<file path="src/rtl/mem_port_arbiter.sv">
// Two-port arbiter sharing one RAM port between instruction fetch (IF) and data access (MEM).
// MEM wins ties; IF is forced through after STARVE_LIMIT consecutive MEM grants while it waits.
module mem_port_arbiter #(
  parameter int STARVE_LIMIT = 4
) (
  input  logic        clk,
  input  logic        rst_n,

  input  logic        if_req,
  input  logic [31:0] if_addr,
  input  logic        if_flush,
  output logic [31:0] if_rdata,
  output logic        if_ready,

  input  logic        mem_req,
  input  logic        mem_we,
  input  logic [31:0] mem_addr,
  input  logic [31:0] mem_wdata,
  input  logic [3:0]  mem_wstrb,
  output logic [31:0] mem_rdata,
  output logic        mem_ready,

  output logic        ram_req,
  output logic        ram_we,
  output logic [31:0] ram_addr,
  output logic [31:0] ram_wdata,
  output logic [3:0]  ram_wstrb,
  input  logic        ram_ack,
  input  logic [31:0] ram_rdata,

  output logic        stall_IF,
  output logic        stall_MEM
);

  localparam logic [2:0] LIMIT = 3'(STARVE_LIMIT);

  typedef enum logic [1:0] {IDLE, GNT_IF, GNT_MEM} state_e;

  state_e      state_q, state_d;
  logic        ram_we_q, ram_we_d;
  logic [31:0] ram_addr_q, ram_addr_d;
  logic [31:0] ram_wdata_q, ram_wdata_d;
  logic [3:0]  ram_wstrb_q, ram_wstrb_d;
  logic [2:0]  starve_cnt_q, starve_cnt_d;
  logic        discard_q, discard_d;

  function automatic logic [2:0] sat_inc(input logic [2:0] v);
    return (v >= LIMIT) ? v : v + 3'd1;
  endfunction

  always_ff @(posedge clk or negedge rst_n) begin
    if (!rst_n) begin
      state_q      <= IDLE;
      ram_we_q     <= 1'b0;
      ram_addr_q   <= '0;
      ram_wdata_q  <= '0;
      ram_wstrb_q  <= '0;
      starve_cnt_q <= '0;
      discard_q    <= 1'b0;
    end else begin
      state_q      <= state_d;
      ram_we_q     <= ram_we_d;
      ram_addr_q   <= ram_addr_d;
      ram_wdata_q  <= ram_wdata_d;
      ram_wstrb_q  <= ram_wstrb_d;
      starve_cnt_q <= starve_cnt_d;
      discard_q    <= discard_d;
    end
  end

  // RAM operands are captured only on a grant, so they stay frozen until ram_ack.
  always_comb begin
    state_d      = state_q;
    ram_we_d     = ram_we_q;
    ram_addr_d   = ram_addr_q;
    ram_wdata_d  = ram_wdata_q;
    ram_wstrb_d  = ram_wstrb_q;
    starve_cnt_d = starve_cnt_q;
    discard_d    = 1'b0;
    case (state_q)
      IDLE: begin
        if (mem_req && !(if_req && starve_cnt_q == LIMIT)) begin
          state_d     = GNT_MEM;
          ram_we_d    = mem_we;
          ram_addr_d  = mem_addr;
          ram_wdata_d = mem_wdata;
          ram_wstrb_d = mem_wstrb;
          if (if_req) starve_cnt_d = sat_inc(starve_cnt_q);
        end else if (if_req) begin
          state_d      = GNT_IF;
          ram_we_d     = 1'b0;
          ram_addr_d   = if_addr;
          ram_wdata_d  = '0;
          ram_wstrb_d  = '0;
          starve_cnt_d = '0;
        end
      end
      GNT_IF: begin
        if (ram_ack) state_d = IDLE;
        else         discard_d = discard_q | if_flush;
      end
      GNT_MEM: begin
        if (ram_ack) state_d = IDLE;
      end
      default: state_d = IDLE;
    endcase
  end

  // A flushed fetch still finishes on the RAM side; only its ready pulse is suppressed.
  always_comb begin
    ram_req   = (state_q != IDLE);
    ram_we    = ram_we_q;
    ram_addr  = ram_addr_q;
    ram_wdata = ram_wdata_q;
    ram_wstrb = ram_wstrb_q;
    if_ready  = 1'b0;
    mem_ready = 1'b0;
    if_rdata  = '0;
    mem_rdata = '0;
    if (state_q == GNT_IF && ram_ack) begin
      if_rdata = ram_rdata;
      if_ready = !discard_q && !if_flush;
    end
    if (state_q == GNT_MEM && ram_ack) begin
      mem_rdata = ram_rdata;
      mem_ready = 1'b1;
    end
    stall_IF  = if_req & ~if_ready;
    stall_MEM = mem_req & ~mem_ready;
  end

endmodule

</file>
<file path="config.mk">
export PLATFORM = sky130hd
export DESIGN_NAME = mem_port_arbiter
export DESIGN_NICKNAME = d
export VERILOG_FILES = /design/src/rtl/mem_port_arbiter.sv
export SDC_FILE = /design/constraint.sdc
export NUM_CORES = 1
export LEC_CHECK = 0
export BUFFER_PORTS_ARGS = -buffer_cell sky130_fd_sc_hd__buf_2
export CAP_MARGIN = 5
export CORE_AREA = 2 2 107 109
export DETAILED_ROUTE_END_ITERATION = 6
export DIE_AREA = 0 0 109 111
export PLACE_DENSITY = 0.68
export SKIP_CTS_REPAIR_TIMING = 1
export SLEW_MARGIN = 20
export SYNTH_ARGS = -nofsm -noshare
export SYNTH_HDL_FRONTEND = slang
export SYNTH_SLANG_ARGS = --single-unit
</file>
<file path="constraint.sdc">
create_clock -name clk -period 2 [get_ports clk]
set_input_delay 0.1 -clock clk [delete_from_list [all_inputs] [get_ports clk]]
set_output_delay 0.1 -clock clk [all_outputs]
set_load 0.01 [all_outputs]
</file>
==> results of run 1 <==
cell families (layout without fill, tap and decap cells):
kind of cell,Yosys count,count (layout),share of synthesized area (%)
buffers and inverters,35,336,6.03
XOR/XNOR,1,1,0.245
AO/OA/AOI/OAI,76,76,20.2
adder cells (fa/ha/maj),5,5,1.75
flip-flops,75,75,52.6
multiplexers,1,1,0.281
AND/OR/NAND/NOR,110,110,18.9
sequential cells by signal, summed over array words and instances (netlist names):
name / flops
starve_cnt_q: 3
ram_wdata: 32
ram_addr: 32
state_q: 2
ram_we: 1
discard_q: 1
ram_wstrb: 4
critical path, cell delays in order, from the launching register on:
cell and delay, ns:
dfrtp_1 0.40, inv_1 0.10, ha_1 0.30, o21ai_4 0.24, buf_16 0.23, and2_1 0.18
a221o_1 0.27
through the flow:
step	area, sq um	hold slack (ns)	util, %	power (mW)	instances
final	5660	-0.00177	51.1	7.75	747
after global routing	5660	0.000276	51.1	8.30	747
after CTS	5320	-0.0420	48.1	7.71	715
after detailed placement	5030	0.313	45.4	6.13	699
after global placement	5030	0.301	45.4	6.02	699
after floorplan	3570	-0.196	-	4.80	303
final timing paths:
check                                end  slack, ns  depth (start not counted)
max                         ram_addr[17]       0.16                          6
max reg2reg                 ram_addr[17]       0.16                          6
min reg2reg                ram_wdata[14]       0.50                          1
min in group asynchronous  ram_wdata[26]       0.48                          2
min                        ram_wdata[26]     -0.002                          2
max in group asynchronous    ram_addr[4]       0.93                          2
cells in the final DEF (no fill, tap or decap):
cell type and instances:
buf_16 1, and3_1 65, nor2_1 4, dlygate4sd3_1 31
and2_1 17, xnor2_1 1, buf_4 5, nand2b_1 1
nor2b_1 2, clkinv_2 1, a31oi_1 1, buf_12 3
mux2i_1 1, a22o_1 39, nor3b_1 1, buf_2 275
nand3b_1 1, ha_2 1, and2_0 16, clkinv_4 2
ha_1 4, dfrtp_1 75, clkbuf_16 9, clkbuf_8 2
a221o_1 32, inv_1 5, nand2_1 3, clkinvlp_4 2
o21ai_4 1, a31oi_4 1, o31ai_1 1, a21oi_4 1
power groups by stage:
stage	sequential, mW	clock, mW	combinational (mW)
after floorplan	2.84	0	1.96
after detailed placement	2.56	0	3.57
after global routing	2.65	1.66	4.00
after CTS	2.56	1.58	3.58
after global placement	2.56	0	3.46
final	2.56	1.52	3.67
layout make-up:
type	count	area, sq um	share of cell area [%]
inverter	5	18.8	0.331
multi-input combinational	193	1490	26.2
clock inverter	5	37.5	0.663
tap	143	179	3.16
sequential	75	1880	33.1
timing repair buffer	315	1810	32.0
clock buffer	11	253	4.46
per-layer routing:
layer	vias up	track usage, %
met5	-	0
met4	0	4.87
met2	144	29.2
met1	1780	23.1
met3	10	4.29
li1	1737	-
cells in the mapped netlist:
master,instances
a22o_1,39
xnor2_1,1
clkbuf_2,3
o21ai_2,1
nand2b_1,1
dfrtp_1,75
nor3b_1,1
a21oi_4,1
nor2b_1,2
clkbuf_1,13
a221o_1,32
inv_1,5
mux2i_1,1
a31oi_1,1
buf_4,5
and3_1,65
nand3b_1,1
buf_6,8
buf_2,1
and2_0,16
a31oi_4,1
nand2_1,3
ha_1,5
and2_1,17
nor2_1,4
o31ai_1,1
==> results.sh, run 1 <==
export IMPL_powerDensity_nw_per_um2=1370
export IMPL_violations="hold timing"
export IMPL_end_kind="flop"
export IMPL_ys_seq_area_share_pct=52.6
export IMPL_yosysWarnings=0
export IMPL_power_switching_mw=2.88
export IMPL_grt_pass1_wl_mm=17.3
export IMPL_whs_ns=-0.00177
export IMPL_dr_pass1_iters=4
export IMPL_drt_initial_drc_count=217
export IMPL_place_hpwl_mm=8.11
export IMPL_synth_cell_types=26
export IMPL_crit_start="state_q[1]"
export IMPL_dieArea_sq_um=12100
export IMPL_power_frac_seq_pct=33.0
export IMPL_fmax_ghz=0.543
export IMPL_grt_ovfl_total=0
export IMPL_hold_class="primary input to flop"
export IMPL_grt_start_max_net_pins=76
export IMPL_syn_area_sq_um=3570
export IMPL_fin_tns_setup_ns=0
export IMPL_core_sq_um=11100
export IMPL_synth_top_area_share_pct=52.6
export IMPL_combPwrFrac_pct=47.4
export IMPL_die_height_microns=111
export IMPL_crit_fanout=29
export IMPL_slew_headroom_pct=37.6
export IMPL_clk_pin_slew_ns=0.06
export IMPL_highest_layer="met4"
export IMPL_worstHoldStart="mem_wdata[26]"
export IMPL_synth_area_leaders="dfrtp_1 (53%), and3_1 (11%), a22o_1 (9.6%)"
export IMPL_pre_cts_slack_ns=0.115
export IMPL_grt_pass1_vias=3554
export IMPL_outcome="complete, but fails checks"
export IMPL_nets=743
export IMPL_postLayoutSetupSlackWorst_ns=0.157
export IMPL_cts_sinks=75
export IMPL_cp_arrival_ns=2.04
export IMPL_maxSlewViolCount=0
export IMPL_ys_seq_elements=75
export IMPL_cp_required_ns=2.20
export IMPL_p_sw_share_pct=37.2
export IMPL_root_buffer="clkbuf_16"
export IMPL_cts_tree="built"
export IMPL_syn_to_final_growth_pct=58.7
export IMPL_post_drt_wl_per_cell_microns=15.4
export IMPL_worst_pin_slew_ns=0.936
export IMPL_route_vias_total=3671
export IMPL_die_w_microns=109
export IMPL_n_antenna_cell=0
export IMPL_place_congestion=0.847
export IMPL_num_fill_cells=1006
export IMPL_grt_usage_pct=17.8
export IMPL_cp_start_kind="flop"
export IMPL_p_int_mw=4.87
export IMPL_clk_path_buf_depth=2
export IMPL_synth_nets=447
export IMPL_viasPerCell=4.91
export IMPL_drt_met1_wl_mm=4.97
export IMPL_rsz0062_at_grt="false"
export IMPL_criticalPathCategory="flop to flop"
export IMPL_p_leak_nw=3.31
export IMPL_peakVddDrop_v=0.000648
export IMPL_maxCapViolations=0
export IMPL_min_period_ns=1.84
export IMPL_clock_power_share_pct=19.6
export IMPL_ant_nets=0
export IMPL_syn_area_per_cell_sq_um=11.8
export IMPL_start_util_pct=32.2
export IMPL_clock_latency_ns=0.32
export IMPL_io_buffers=276
export IMPL_drive_gt1_share_pct=50.3
export IMPL_drt_wl_total_mm=11.5
export IMPL_syn_inst=303
export IMPL_fin_skew_ns=0.00711
export IMPL_wl_met2_mm=5.69
export IMPL_r2r_start="state_q[1]"
export IMPL_io_pins=277
export IMPL_period_share_pct=92.1
export IMPL_synth_top_cell_by_area="dfrtp_1"
export IMPL_cts_buffers=9
export IMPL_finalSetupViolations=0
export IMPL_rows=39
export IMPL_h_tree_depth=3
export IMPL_drc=0
export IMPL_hold_viol_final=1
export IMPL_grt_antenna_before_repair=0
export IMPL_wl_met3_microns=739
(Power assumes the default switching activity.)
==> inputs of run 2 (changes only) <==
==> constraint.sdc (replaced) <==
create_clock -name clk -period 2 [get_ports clk]
set_input_delay 0 -clock clk [delete_from_list [all_inputs] [get_ports clk]]
set_output_delay 0 -clock clk [all_outputs]
set_load 0.01 [all_outputs]
==> run 2 against run 1 <==
The run still ends with hold timing left. Combinational power rose by 4%. Clock power increased by 9%. Clock skew grew 0.0015 ns. Via count grew 8.4%. Critical path depth stayed put. Hold slack got worse by 0.0024 ns. Worst setup slack got worse by 0.0093 ns. Critical path type unchanged.
==> results.sh, run 2 (synthesized netlist as in run 1, its figures left out) <==
export IMPL_p_leak_nw=3.63
export IMPL_h_tree_depth=3
export IMPL_post_drt_wl_per_cell_microns=15.5
export IMPL_combPwrFrac_pct=47.4
export IMPL_placed_cells=699
export IMPL_final_cell_mix="buf_2 (275), dlygate4sd3_1 (103), dfrtp_1 (75), and3_1 (65), a22o_1 (39)"
export IMPL_finalSetupViolations=0
export IMPL_fin_skew_ns=0.00861
export IMPL_dieArea_sq_um=12100
export IMPL_nets=815
export IMPL_maxSlewViolCount=0
export IMPL_clk_pin_slew_ns=0.06
export IMPL_peakVddDrop_v=0.000643
export IMPL_whs_ns=-0.00416
export IMPL_p_int_mw=5.06
export IMPL_drc=0
export IMPL_grt_antenna_before_repair=0
export IMPL_drt_wl_total_mm=12.7
export IMPL_worst_pin_slew_ns=0.909
export IMPL_viasPerCell=4.86
export IMPL_ff2ff_setup_slack_ns=0.15
export IMPL_maxCapViolations=0
export IMPL_multi_input_area_sq_um=1480
export IMPL_powerDensity_nw_per_um2=1250
export IMPL_outcome="complete, but fails checks"
export IMPL_place_hpwl_mm=7.98
export IMPL_hold_viol_final=1
export IMPL_clock_latency_ns=0.33
export IMPL_grt_pass1_vias=3492
export IMPL_drive_gt1_share_pct=44.8
export IMPL_rows=39
export IMPL_hold_class="primary input to flop"
export IMPL_clock_power_share_pct=20.6
export IMPL_postLayoutSetupSlackWorst_ns=0.148
export IMPL_grt_pass1_wl_mm=17.5
export IMPL_p_sw_share_pct=36.9
export IMPL_utilization_pct=57.8
export IMPL_io_buffers=276
export IMPL_dr_pass1_iters=4
export IMPL_power_switching_mw=2.96
export IMPL_cp_start_kind="flop"
export IMPL_crit_fanout=29
export IMPL_grt_usage_pct=18.1
export IMPL_cts_buffers=9
export IMPL_clk_path_buf_depth=2
export IMPL_power_frac_seq_pct=32.1
export IMPL_end_kind="flop"
export IMPL_n_antenna_cell=0
export IMPL_cp_arrival_ns=2.06
export IMPL_criticalPathCategory="flop to flop"
export IMPL_drt_initial_drc_count=218
export IMPL_grt_ovfl_total=0
export IMPL_cp_required_ns=2.20
export IMPL_start_util_pct=32.2
export IMPL_core_sq_um=11100
export IMPL_worstHoldStart="if_flush"
export IMPL_die_w_microns=109
export IMPL_route_vias_total=3978
export IMPL_num_fill_cells=901
export IMPL_period_share_pct=92.6
export IMPL_pre_cts_slack_ns=0.122
export IMPL_grt_start_max_net_pins=76
export IMPL_layout_commonest_cell="buf_2"
export IMPL_root_buffer="clkbuf_16"
export IMPL_ant_nets=0
export IMPL_cts_sinks=75
export IMPL_fmax_ghz=0.540
export IMPL_final_cell_count_no_fill=819
export IMPL_r2r_start="state_q[0]"
export IMPL_place_congestion=0.851
export IMPL_io_pins=277
export IMPL_violations="hold timing"
export IMPL_syn_to_final_growth_pct=79.3
export IMPL_rsz0062_at_grt="false"
export IMPL_fin_tns_setup_ns=0
export IMPL_crit_start="state_q[0]"
export IMPL_slew_headroom_pct=39.4
export IMPL_die_height_microns=111
export IMPL_cts_tree="built"
export IMPL_min_period_ns=1.85
export IMPL_regArea_sq_um=1880
-- run 2: critical path: stages (launching register included) --
cell     delay (ns)
dfrtp_1        0.40
inv_1          0.09
ha_1           0.31
o21ai_4        0.22
buf_16         0.23
buf_4          0.22
a22o_1         0.25
-- run 2: power by group through the flow --
stage | clock [mW] | combinational, mW | sequential [mW]
global route | 1.78 | 4.15 | 2.65
detailed placement | 0 | 3.56 | 2.56
finish | 1.65 | 3.80 | 2.57
floorplan | 0 | 1.96 | 2.84
CTS | 1.70 | 3.57 | 2.56
global placement | 0 | 3.46 | 2.56
-- run 2: metrics by stage --
stage,cell area (sq um),power (mW)
after global routing,6400,8.59
after CTS,5340,7.83
after detailed placement,5030,6.12
after global placement,5030,6.02
final,6400,8.02
after floorplan,3570,4.80
-- run 2: worst paths after layout --
| path | endpoint | cells after the start |
|---|---|---|
| min in group asynchronous | ram_wdata[21] | 2 |
| min | discard_q | 3 |
| max in group asynchronous | starve_cnt_q[2] | 2 |
| min reg2reg | ram_wdata[22] | 1 |
| max reg2reg | ram_wdata[31] | 6 |
| max | ram_wdata[31] | 6 |
-- run 2: layer usage --
layer  share of wire, %  GRT usage, %  vias to the layer above
met3                6.3          4.35                       18
met1                 42          25.4                     1903
li1                   -             -                     1879
met2                 50          28.0                      178
met5                  0             0                        -
met4                1.4          4.36                        0
-- run 2: final cells by class --
cell class                 instances  area share, %
multi-input combinational        193           23.2
inverter                           5          0.293
clock inverter                     6           1.09
clock buffer                      10           3.73
tap                              143           2.80
sequential                        75           29.3
timing repair buffer             387           39.6
==> inputs of run 3 (changes only) <==
Settings changed: BUFFER_PORTS_ARGS -buffer_cell sky130_fd_sc_hd__buf_2 to default, CTS_BUF_LIST from default to sky130_fd_sc_hd__clkbuf_8 sky130_fd_sc_hd__clkbuf_16, DONT_BUFFER_PORTS from default to 1, PLACE_DENSITY 0.68 to default.
==> run 3 against run 2 <==
The flow now stops in global routing. Synthesized area stayed put. Synthesized cell count unchanged.
==> results.sh, run 3 <==
export IMPL_die_height_microns=111
export IMPL_ys_seq_area_share_pct=52.6
export IMPL_syn_area_sq_um=3570
export IMPL_clk_path_buf_depth=2
export IMPL_rows=39
export IMPL_grt_start_max_net_pins=76
export IMPL_muxShareOfSynthArea_pct=0.281
export IMPL_synth_top_area_share_pct=52.6
export IMPL_async_flop_share_pct=100
export IMPL_yosys_area_share_simple_pct=18.9
export IMPL_failing_step="global routing"
export IMPL_outcome="aborted with a tool error"
export IMPL_place_congestion=0.780
export IMPL_placed_cells=422
export IMPL_synth_top_family_by_area="compound AO/OA/AOI/OAI gates"
export IMPL_io_buffers=0
export IMPL_synthAdderAreaFrac_pct=1.75
export IMPL_ys_top_cells_by_count="dfrtp_1 (75), and3_1 (65), a22o_1 (39)"
export IMPL_syn_inst=303
export IMPL_synth_most_common_cell="dfrtp_1"
export IMPL_synth_top_cell_by_area="dfrtp_1"
export IMPL_cts_sinks=75
export IMPL_start_util_pct=32.2
export IMPL_syn_area_per_cell_sq_um=11.8
export IMPL_synth_compound_area_share_pct=20.2
export IMPL_toolErrorMsg="[ERROR RSZ-0060] Max buffer count reached."
export IMPL_h_tree_depth=3
export IMPL_cts_buffers=9
export IMPL_ys_seq_elements=75
export IMPL_synth_nets=447
export IMPL_synth_edff_count=0
export IMPL_place_area_sq_um=3640
export IMPL_die_w_microns=109
export IMPL_synth_xor_area_share_pct=0.245
export IMPL_root_buffer="clkbuf_16"
export IMPL_synth_ff_type="dfrtp_1"
export IMPL_yosysWarnings=0
export IMPL_synth_cell_types=26
export IMPL_synth_area_leaders="dfrtp_1 (53%), and3_1 (11%), a22o_1 (9.6%)"
export IMPL_io_pins=277
export IMPL_place_hpwl_mm=6.40
-- run 3: cell counts after synthesis --
No cell type changed its count.
-- run 3: logic make-up after synthesis --
logic type                 Yosys count
and+or+nand+nor                    110
muxes                                1
xor gates and xnor gates             1
DFF                                 75
AOI/OAI and AO/OA                   76
adders and majority gates            5
buffers and inverters               35
-- run 3: per-stage QoR --
step                      setup slack, ns  util [%]  hold WS (ns)
after CTS                           0.126      35.6        -0.656
after detailed placement            0.304      32.9        -0.295
after floorplan                     0.550         -        -0.296
after global placement              0.374      32.9        -0.294
==> inputs of run 4 (changes only) <==
Settings changed: CORE_AREA 2 2 107 109 to default, CORE_UTILIZATION from default to 30, CTS_BUF_LIST sky130_fd_sc_hd__clkbuf_8 sky130_fd_sc_hd__clkbuf_16 to default, DIE_AREA 0 0 109 111 to default, PLACE_DENSITY_LB_ADDON from default to 0.15.
==> run 4 against run 3 <==
The flow again stops in global routing. Synthesized area unchanged. Synthesized cell count did not move.
==> results.sh, run 4 <==
export IMPL_cts_buffers=9
export IMPL_async_flop_share_pct=100
export IMPL_ys_top_cells_by_count="dfrtp_1 (75), and3_1 (65), a22o_1 (39)"
export IMPL_synth_nets=447
export IMPL_synth_area_leaders="dfrtp_1 (53%), and3_1 (11%), a22o_1 (9.6%)"
export IMPL_outcome="aborted with a tool error"
export IMPL_synth_ff_type="dfrtp_1"
export IMPL_place_congestion=0.800
export IMPL_placed_cells=426
export IMPL_die_w_microns=111
export IMPL_failing_step="global routing"
export IMPL_synth_most_common_cell="dfrtp_1"
export IMPL_rows=39
export IMPL_ys_seq_elements=75
export IMPL_syn_area_sq_um=3570
export IMPL_grt_start_max_net_pins=76
export IMPL_syn_inst=303
export IMPL_die_height_microns=111
export IMPL_synth_top_area_share_pct=52.6
export IMPL_io_pins=277
export IMPL_clk_path_buf_depth=2
export IMPL_yosysWarnings=0
export IMPL_synth_cell_types=26
export IMPL_cts_sinks=75
export IMPL_synth_top_cell_by_area="dfrtp_1"
export IMPL_place_hpwl_mm=6.70
export IMPL_syn_area_per_cell_sq_um=11.8
export IMPL_start_util_pct=31.0
export IMPL_io_buffers=0
export IMPL_root_buffer="clkbuf_16"
export IMPL_toolErrorMsg="[ERROR RSZ-0060] Max buffer count reached."
export IMPL_ys_seq_area_share_pct=52.6
export IMPL_synth_edff_count=0
export IMPL_h_tree_depth=3
-- run 4: cell counts after synthesis --
No cell type changed its count.
-- run 4: stage by stage --
stage | worst slack (ns) | area [sq um] | utilization [%] | hold slack, ns
4_1_cts | 0.126 | 4010 | 34.8 | -0.649
3_5_place_dp | 0.175 | 3680 | 31.9 | -0.294
3_3_place_gp | 0.200 | 3650 | 31.7 | -0.294
2_1_floorplan | 0.550 | 3570 | - | -0.296
-- run 4: cell families after synthesis --
kind of cell | Yosys count | synth area share (%)
buffers and inverters | 35 | 6.03
muxes | 1 | 0.281
and+or+nand+nor | 110 | 18.9
AOI/OAI and AO/OA | 76 | 20.2
adders and majority gates | 5 | 1.75
DFF | 75 | 52.6
xor gates and xnor gates | 1 | 0.245
